$ cat src/rtl/lsu_pkg.sv
// lsu_pkg: definitions shared by the load/store path.
//   - load_select_e : load type encodings, also decoded by the load select unit
//   - lwf_state_e   : state encoding of the load_word_fetch FSM
// No ports; imported with `import lsu_pkg::*;`.
package lsu_pkg;

    typedef enum logic [2:0] {
        LS_BYTE               = 3'b000,
        LS_HALF_WORD          = 3'b001,
        LS_WORD               = 3'b010,
        LS_BYTE_UNSIGNED      = 3'b011,
        LS_HALF_WORD_UNSIGNED = 3'b100
    } load_select_e;

    typedef enum logic [2:0] {
        ST_IDLE = 3'd0,
        ST_REQ0 = 3'd1,
        ST_RSP0 = 3'd2,
        ST_REQ1 = 3'd3,
        ST_RSP1 = 3'd4,
        ST_RESP = 3'd5
    } lwf_state_e;

endpackage

$ cat src/rtl/load_split_detect.sv
// load_split_detect: decides whether an access of the given type at the
// given byte offset crosses a 32-bit word boundary.
// Ports:
//   load_select in  3 : access type (lsu_pkg::load_select_e encodings)
//   lb          in  2 : byte offset inside the word (addr[1:0])
//   split       out 1 : access touches the next word as well
// Purely combinational; shared with the store path.
module load_split_detect
    import lsu_pkg::*;
(
    input  logic [2:0] load_select,
    input  logic [1:0] lb,
    output logic       split
);

    always_comb begin
        split = 1'b0;
        case (load_select)
            LS_BYTE, LS_BYTE_UNSIGNED:         split = 1'b0;
            LS_HALF_WORD, LS_HALF_WORD_UNSIGNED: split = (lb == 2'b11);
            // WORD and any unknown encoding are handled as a full word.
            default:                           split = (lb != 2'b00);
        endcase
    end

endmodule

$ cat src/rtl/load_word_fetch.sv
// load_word_fetch: sequential front end of the load path. Accepts one load
// request, fetches the aligned word (and the following word when the access
// straddles a word boundary) and hands the words, byte offset and load type
// to the load select unit. One request in flight at a time.
//
// Build option: LOAD_SPLIT_ACCESS_EN
//   defined   : straddling accesses are fetched as two reads; load_err = 0.
//   undefined : straddling accesses issue no read and complete at once with
//               load_err = 1 and zeroed data words.
//
// Ports:
//   clk, rst          : clock, synchronous active-high reset
//   load_req/ready    : request handshake, accepted when both are high
//   load_addr/select  : byte address and load type, sampled on accept
//   load_valid        : one-cycle result pulse
//   load_err          : misaligned access trapped (qualified by load_valid)
//   out_data          : word at the aligned address
//   out_data_p1       : following word, 0 if not fetched
//   out_addr_lb       : byte offset of the accepted address
//   out_load_select   : load type of the accepted request
//   mem_req/addr/gnt  : word read request; request and address hold until gnt
//   mem_rvalid/rdata  : read response
//
// Handshake rules: load_req is taken on a clock edge where load_req and
// load_ready are both high. mem_req stays high with a constant mem_addr until
// the edge where mem_gnt is high; the data is then taken on the first edge
// with mem_rvalid high. mem_gnt and mem_rvalid are ignored in other states.
//
// Only DATA_WIDTH = 32 is meaningful: the byte-lane logic assumes 4 lanes.
module load_word_fetch
    import lsu_pkg::*;
#(
    parameter int DATA_WIDTH = 32,
    parameter int ADDR_WIDTH = 32
) (
    input  logic                  clk,
    input  logic                  rst,
    input  logic                  load_req,
    output logic                  load_ready,
    input  logic [ADDR_WIDTH-1:0] load_addr,
    input  logic [2:0]            load_select,
    output logic                  load_valid,
    output logic                  load_err,
    output logic [DATA_WIDTH-1:0] out_data,
    output logic [DATA_WIDTH-1:0] out_data_p1,
    output logic [1:0]            out_addr_lb,
    output logic [2:0]            out_load_select,
    output logic                  mem_req,
    output logic [ADDR_WIDTH-1:0] mem_addr,
    input  logic                  mem_gnt,
    input  logic                  mem_rvalid,
    input  logic [DATA_WIDTH-1:0] mem_rdata
);

    lwf_state_e            state_q, state_d;
    logic [ADDR_WIDTH-1:0] addr_q;     // word-aligned base address
    logic                  split_now;

`ifdef LOAD_SPLIT_ACCESS_EN
    logic                  split_q;
`else
    logic                  err_q;
`endif

    load_split_detect u_split (
        .load_select (load_select),
        .lb          (load_addr[1:0]),
        .split       (split_now)
    );

    // Next state and handshake outputs.
    always_comb begin
        state_d    = state_q;
        load_ready = 1'b0;
        load_valid = 1'b0;
        mem_req    = 1'b0;
        mem_addr   = '0;
        case (state_q)
            ST_IDLE: begin
                load_ready = 1'b1;
                if (load_req) begin
`ifdef LOAD_SPLIT_ACCESS_EN
                    state_d = ST_REQ0;
`else
                    // A trapped straddling access skips memory entirely.
                    state_d = split_now ? ST_RESP : ST_REQ0;
`endif
                end
            end
            ST_REQ0: begin
                mem_req  = 1'b1;
                mem_addr = addr_q;
                if (mem_gnt) state_d = ST_RSP0;
            end
            ST_RSP0: begin
                if (mem_rvalid) begin
`ifdef LOAD_SPLIT_ACCESS_EN
                    state_d = split_q ? ST_REQ1 : ST_RESP;
`else
                    state_d = ST_RESP;
`endif
                end
            end
`ifdef LOAD_SPLIT_ACCESS_EN
            ST_REQ1: begin
                mem_req  = 1'b1;
                // Wraps past the top of the address space by truncation.
                mem_addr = addr_q + ADDR_WIDTH'(4);
                if (mem_gnt) state_d = ST_RSP1;
            end
            ST_RSP1: begin
                if (mem_rvalid) state_d = ST_RESP;
            end
`endif
            ST_RESP: begin
                load_valid = 1'b1;
                state_d    = ST_IDLE;
            end
            default: state_d = ST_IDLE;
        endcase
    end

`ifdef LOAD_SPLIT_ACCESS_EN
    assign load_err = 1'b0;
`else
    assign load_err = (state_q == ST_RESP) && err_q;
`endif

    // State register and captured request/response data.
    always_ff @(posedge clk) begin
        if (rst) begin
            state_q         <= ST_IDLE;
            addr_q          <= '0;
            out_data        <= '0;
            out_data_p1     <= '0;
            out_addr_lb     <= '0;
            out_load_select <= '0;
`ifdef LOAD_SPLIT_ACCESS_EN
            split_q         <= 1'b0;
`else
            err_q           <= 1'b0;
`endif
        end else begin
            state_q <= state_d;
            case (state_q)
                ST_IDLE: begin
                    if (load_req) begin
                        addr_q          <= {load_addr[ADDR_WIDTH-1:2], 2'b00};
                        out_addr_lb     <= load_addr[1:0];
                        out_load_select <= load_select;
`ifdef LOAD_SPLIT_ACCESS_EN
                        split_q         <= split_now;
`else
                        err_q           <= split_now;
                        if (split_now) begin
                            out_data    <= '0;
                            out_data_p1 <= '0;
                        end
`endif
                    end
                end
                ST_RSP0: begin
                    if (mem_rvalid) begin
                        out_data <= mem_rdata;
`ifdef LOAD_SPLIT_ACCESS_EN
                        if (!split_q) out_data_p1 <= '0;
`else
                        out_data_p1 <= '0;
`endif
                    end
                end
`ifdef LOAD_SPLIT_ACCESS_EN
                ST_RSP1: begin
                    if (mem_rvalid) out_data_p1 <= mem_rdata;
                end
`endif
                default: ;
            endcase
        end
    end

endmodule
$ cat config.mk
export PLATFORM = sky130hd
export DESIGN_NAME = load_word_fetch
export DESIGN_NICKNAME = d
export VERILOG_FILES = /design/src/rtl/lsu_pkg.sv /design/src/rtl/load_split_detect.sv /design/src/rtl/load_word_fetch.sv
export SDC_FILE = /design/constraint.sdc
export NUM_CORES = 1
export LEC_CHECK = 0
export ABC_CLOCK_PERIOD_IN_PS = 2600
export BUFFER_PORTS_ARGS = -buffer_cell sky130_fd_sc_hd__buf_4
export CELL_PAD_IN_SITES_DETAIL_PLACEMENT = 1
export CELL_PAD_IN_SITES_GLOBAL_PLACEMENT = 1
export CORE_UTILIZATION = 33
export CTS_CLUSTER_DIAMETER = 80
export DETAILED_ROUTE_END_ITERATION = 16
export PLACE_DENSITY_LB_ADDON = 0.3
export SKIP_LAST_GASP = 1
export SLEW_MARGIN = 20
export SYNTH_ARGS = -nofsm -noshare
export SYNTH_HDL_FRONTEND = slang
export SYNTH_SLANG_ARGS = --single-unit
$ cat constraint.sdc
create_clock -name clk -period 2.6 [get_ports clk]
set_input_delay 0.26 -clock clk [delete_from_list [all_inputs] [get_ports clk]]
set_output_delay 0.26 -clock clk [all_outputs]
set_load 0.02 [all_outputs]
* Yosys cells after proc, flatten, opt, wreduce, memory -nomap -nowiden
Index checks and enable logic that the tools add are counted.
** Storage, ports and cells
- Word-level logic and storage cells :: 44
- Output and inout bits :: 105
- Memories kept :: 0
- Bits in latches :: 0
- Memory bits (read-only) :: 0
- Bits in writable memories :: 0
- Bits of input ports :: 72
- Register bits after elaboration :: 103
** Operators by class
- Shifts and indexed selects :: 0
- Add/sub/neg operators :: 0
- Div/mod/pow operators :: 0
- Order comparisons :: 0
- Bitwise logic cells :: 0
- Multiply operators :: 0
- Multiplexer cells :: 16
- Reduce and logical (&&, ||, !) cells :: 10
- Eq/ne operators :: 11
** Operators with widths (number)
- $mux 32 :: 5
- $pmux 32 s2 :: 2
- $mux 3 :: 4
- $pmux 3 s3 :: 1
- $ne 2x2->1 const B :: 4
- $eq 3x1->1 const B :: 2
- $eq 3x2->1 const B :: 2
- $eq 3x3->1 const B :: 2
- $logic_not 3->1 :: 2
- $reduce_and 4->1 :: 1
- $reduce_bool 2->1 :: 2
- $reduce_or 2->1 :: 2
- $mux 1 :: 3
- $reduce_and 3->1 :: 1
- $eq 2x2->1 const B :: 1
- $pmux 1 s2 :: 1
- $reduce_and 2->1 :: 1
- $logic_and 1x1->1 :: 1

* Longest topological paths before layout
- Depth in word-level cells :: 6
- Gate-level depth with buffers :: 7
- Gate-level depth less buffers :: 4

* By module
A second synthesis with hierarchy kept.
** Unflattened totals
- Cell total of the unflattened synthesis :: 359
- Area, all modules :: 3141.8 um^2
** By module, submodules not included
- load_word_fetch :: cells an instance 353, times used 1, area an instance 3103.0 um^2, sequential area each 1421.4 um^2
- load_split_detect :: cells an instance 6, times used 1, area an instance 38.8 um^2, sequential area each 0.0 um^2

* Least setup slack after synthesis
No wires, ideal clock.
- Path kind :: register to output
- Start :: register state_q[0]
- End :: output mem_addr[22]
- Path buffers :: 2
- Arrival :: 1.372 ns
- Setup slack :: 0.968 ns
- Stages on the path, launching flop included :: 6
- Data required time :: 2.340 ns
- Cell sequence :: dfxtp_1 > buf_2 > nand2b_1 > nor2_1 > clkbuf_1 > and2_1
** On the way
- Word-level cells in the longest chain between the ends :: 2
** RTL lines
- start, declared :: line load_word_fetch.sv:55 : lwf_state_e state_q, state_d;
- start signal, assigned :: line load_word_fetch.sv:144 : state_q <= state_d;
- $eq 3x1->1 :: line load_word_fetch.sv:78 : case (state_q)
- $mux 32 :: line load_word_fetch.sv:78
- end, declared :: line load_word_fetch.sv:49 : output logic [ADDR_WIDTH-1:0] mem_addr,
No other way between the ends.

* Worst setup path after layout
- Start :: register state_q[0]
- End :: output mem_addr[13]
Same word-level chain as after synthesis.

==> flow_summary.yaml <==
sta:
  layout_setup_ws_ns: 0.524
  period_needed_ns: 2.08
  slew_violations: 0
  tns_ns: 0
  finalSetupViolCount: 0
  tightestPinTransition_ns: 0.633
  rsz0062_at_grt: "no"
  hold_violations: 0
  finClkSkew_ns: 0.00770
  timing.final.crit_share_pct: 79.9
  slew_headroom_pct: 57.8
  fmax_ghz: 0.482
setup_path:
  path_common_cell: "buf_4"
  cp_slowest_cell: "dfxtp_1"
  slowest_delay_ns: 0.59
  worstPathRequired_ns: 2.34
  path_cells: "nand2b_1, nor2_1, buf_4, and2_1, buf_4"
  critPathLaunchType: "flop"
  critical-path-top-delay-family: "flip-flops"
  worstPathMaxFanout: 21
  cp_data_arrival_time_ns: 1.82
  critPathCaptureType: "output port"
  critical_path_depth: 5
  critPathBufInv: 2
  crit_type: "flop to output port"
  worstRegToRegCells: 4
pwr:
  ir_worst_vdd_mv: 0.283
  powerDensity_nw_per_um2: 637
  leakage_nw: 1.97
  power_mw: 2.67
floorplan:
  die_area_um2: 9390
  die_x_um: 96.9
  die_h_um: 96.9
  initial_core_util_pct: 34.1
  io_pins: 177
  floorplan.core_area_um2: 8720
  num_rows: 34
layout:
  final_cell_mix: "148 x buf_4, 72 x nand2_1, 71 x dfxtp_1"
  nFillCells: 1084
  syn_to_final_growth_pct: 41.1
  multi_input_area_um2: 1270
  layout-drive-gt1-share_pct: 36.4
  nNetsFinal: 534
  fin_util_pct: 48.1
  n_antenna_cell: 0
  regArea_um2: 1420
  final_common_cell: "buf_4"
detailed_routing:
  routed_wl_um: 7610
  ant_nets: 0
  drt_iter0_markers: 47
  num_vias: 2571
  firstDrtPassIters: 4
  drc: 0
  wl_per_cell_um: 13.2
  viasPerCell: 4.47
synthesis:
  synth.cell_area_um2: 2970
  yosysUniqueCellTypes: 29
  synth.area.top_cells: "dfxtp_1 48%, a22o_1 9.4%, buf_4 9.1%, nand2_1 9.1%, and2_1 6.5%"
  synth_warnings: 0
  synth_seq_cells: 71
  synthCells: 327
  synth_flop_cell: "dfxtp_1"
  ys_seq_area_share_pct: 47.8
  synth-edff-count: 0
  synth_top_area_share_pct: 47.8
  yosys.area.top_type: "dfxtp_1"
  syn_avg_cell_area_um2: 9.09
  synthArstFlopShare_pct: 0
global_route:
  grt_max_degree: 43
  grt_pass1_vias: 2590
  use_met3_pct: 5.42
  grt_use_met2_pct: 26.8
  grt_first_pass_wirelength_um: 12500
  grt_util_met1_pct: 19.6
  antenna_found_initial: 0
  track_usage_pct: 16.3
  top_usage_layer: "met2"
  overflow: 0
cts:
  clk_pin_slew_ns: 0.08
  cts_tree: "built"
  cts_resized: 0
  cts_buffers: 9
  clk_latency_ns: 0.34
  clk_path_buf_depth: 2
  cts-root-buf: "clkbuf_8"
  cts_hold_buf: 0
  cts_max_level: 3
  postCtsSetupRepairBufs: 0
  clock_sinks: 71
placement:
  post-dp-hpwl_um: 5680
  post-place-ws_ns: 0.832
  io_buffers: 142
  routabilityCongestion: 0.713
status:
  status: "complete, no violations"
run:
  maxCapViolCount: 0
min_path:
  hold_depth: 2
  hold_path.class: "primary input to flop"
-- synthesized netlist by cell type, drive strengths merged (2+ instances only) --
library cell  instances
nand2b                3
a22o                 32
a21oi                38
dfxtp                71
nor2                  2
clkbuf                7
buf                  50
nor3                  7
and2                 31
nand2                72
nor4                  2
-- flip-flops by register name (all words and copies together) (netlist names) --
signal / count
addr_q: 30
err_q: 1
out_addr_lb: 2
out_data: 32
out_load_select: 3
state_q: 3
-- final timing paths --
kind,from,to,slack (ns)
max reg2reg,state_q[1],err_q,0.85
max,state_q[0],mem_addr[13],0.52
min,mem_rdata[28],out_data[28],0.14
min reg2reg,addr_q[9],addr_q[9],0.45
-- routing by layer --
layer	part of all wire, %	wire [um]
met1	44	3320
met2	47	3590
met3	8.1	618
met4	1.1	80
met5	0	0
-- cell families after synthesis --
kind of cell	share of synthesized area (%)
compound gates	17.6
buf+inv	13.9
flops	47.8
mux	0.337
other cells	0.126
simple gates	20.2
-- stage by stage --
stage / instance area, um^2 / cells / hold slack [ns]
6_report: 4200 / 575 / 0.138
5_1_grt: 4200 / 575 / 0.121
4_1_cts: 4200 / 575 / 0.117
3_5_place_dp: 3940 / 559 / 0.445
3_3_place_gp: 3940 / 559 / 0.437
2_1_floorplan: 3100 / 360 / 0.393
-- worst reg2reg max path, cell delays in order, from the launching register on --
cell	delay [ns]
dfxtp_1	0.40
nand2b_4	0.19
or3_2	0.73
nor3_1	0.24
nor3_1	0.07
-- final cells by class --
| class | instances | share of cell area (%) |
|---|---|---|
| inverter | 1 | 0.0895 |
| clock buffer | 10 | 3.28 |
| timing repair buffer | 148 | 26.5 |
| tap | 108 | 3.22 |
| clock inverter | 6 | 2.74 |
| sequential | 71 | 33.9 |
| multi-input combinational | 231 | 30.3 |
-- power breakdown --
group	switching [mW]	internal [mW]	total, mW
Sequential	0.0329	1.14	1.17
Combinational	0.237	0.171	0.408
Clock	0.422	0.670	1.09
Total	0.693	1.98	2.67
Note: power is estimated with default switching activity, not from simulation.
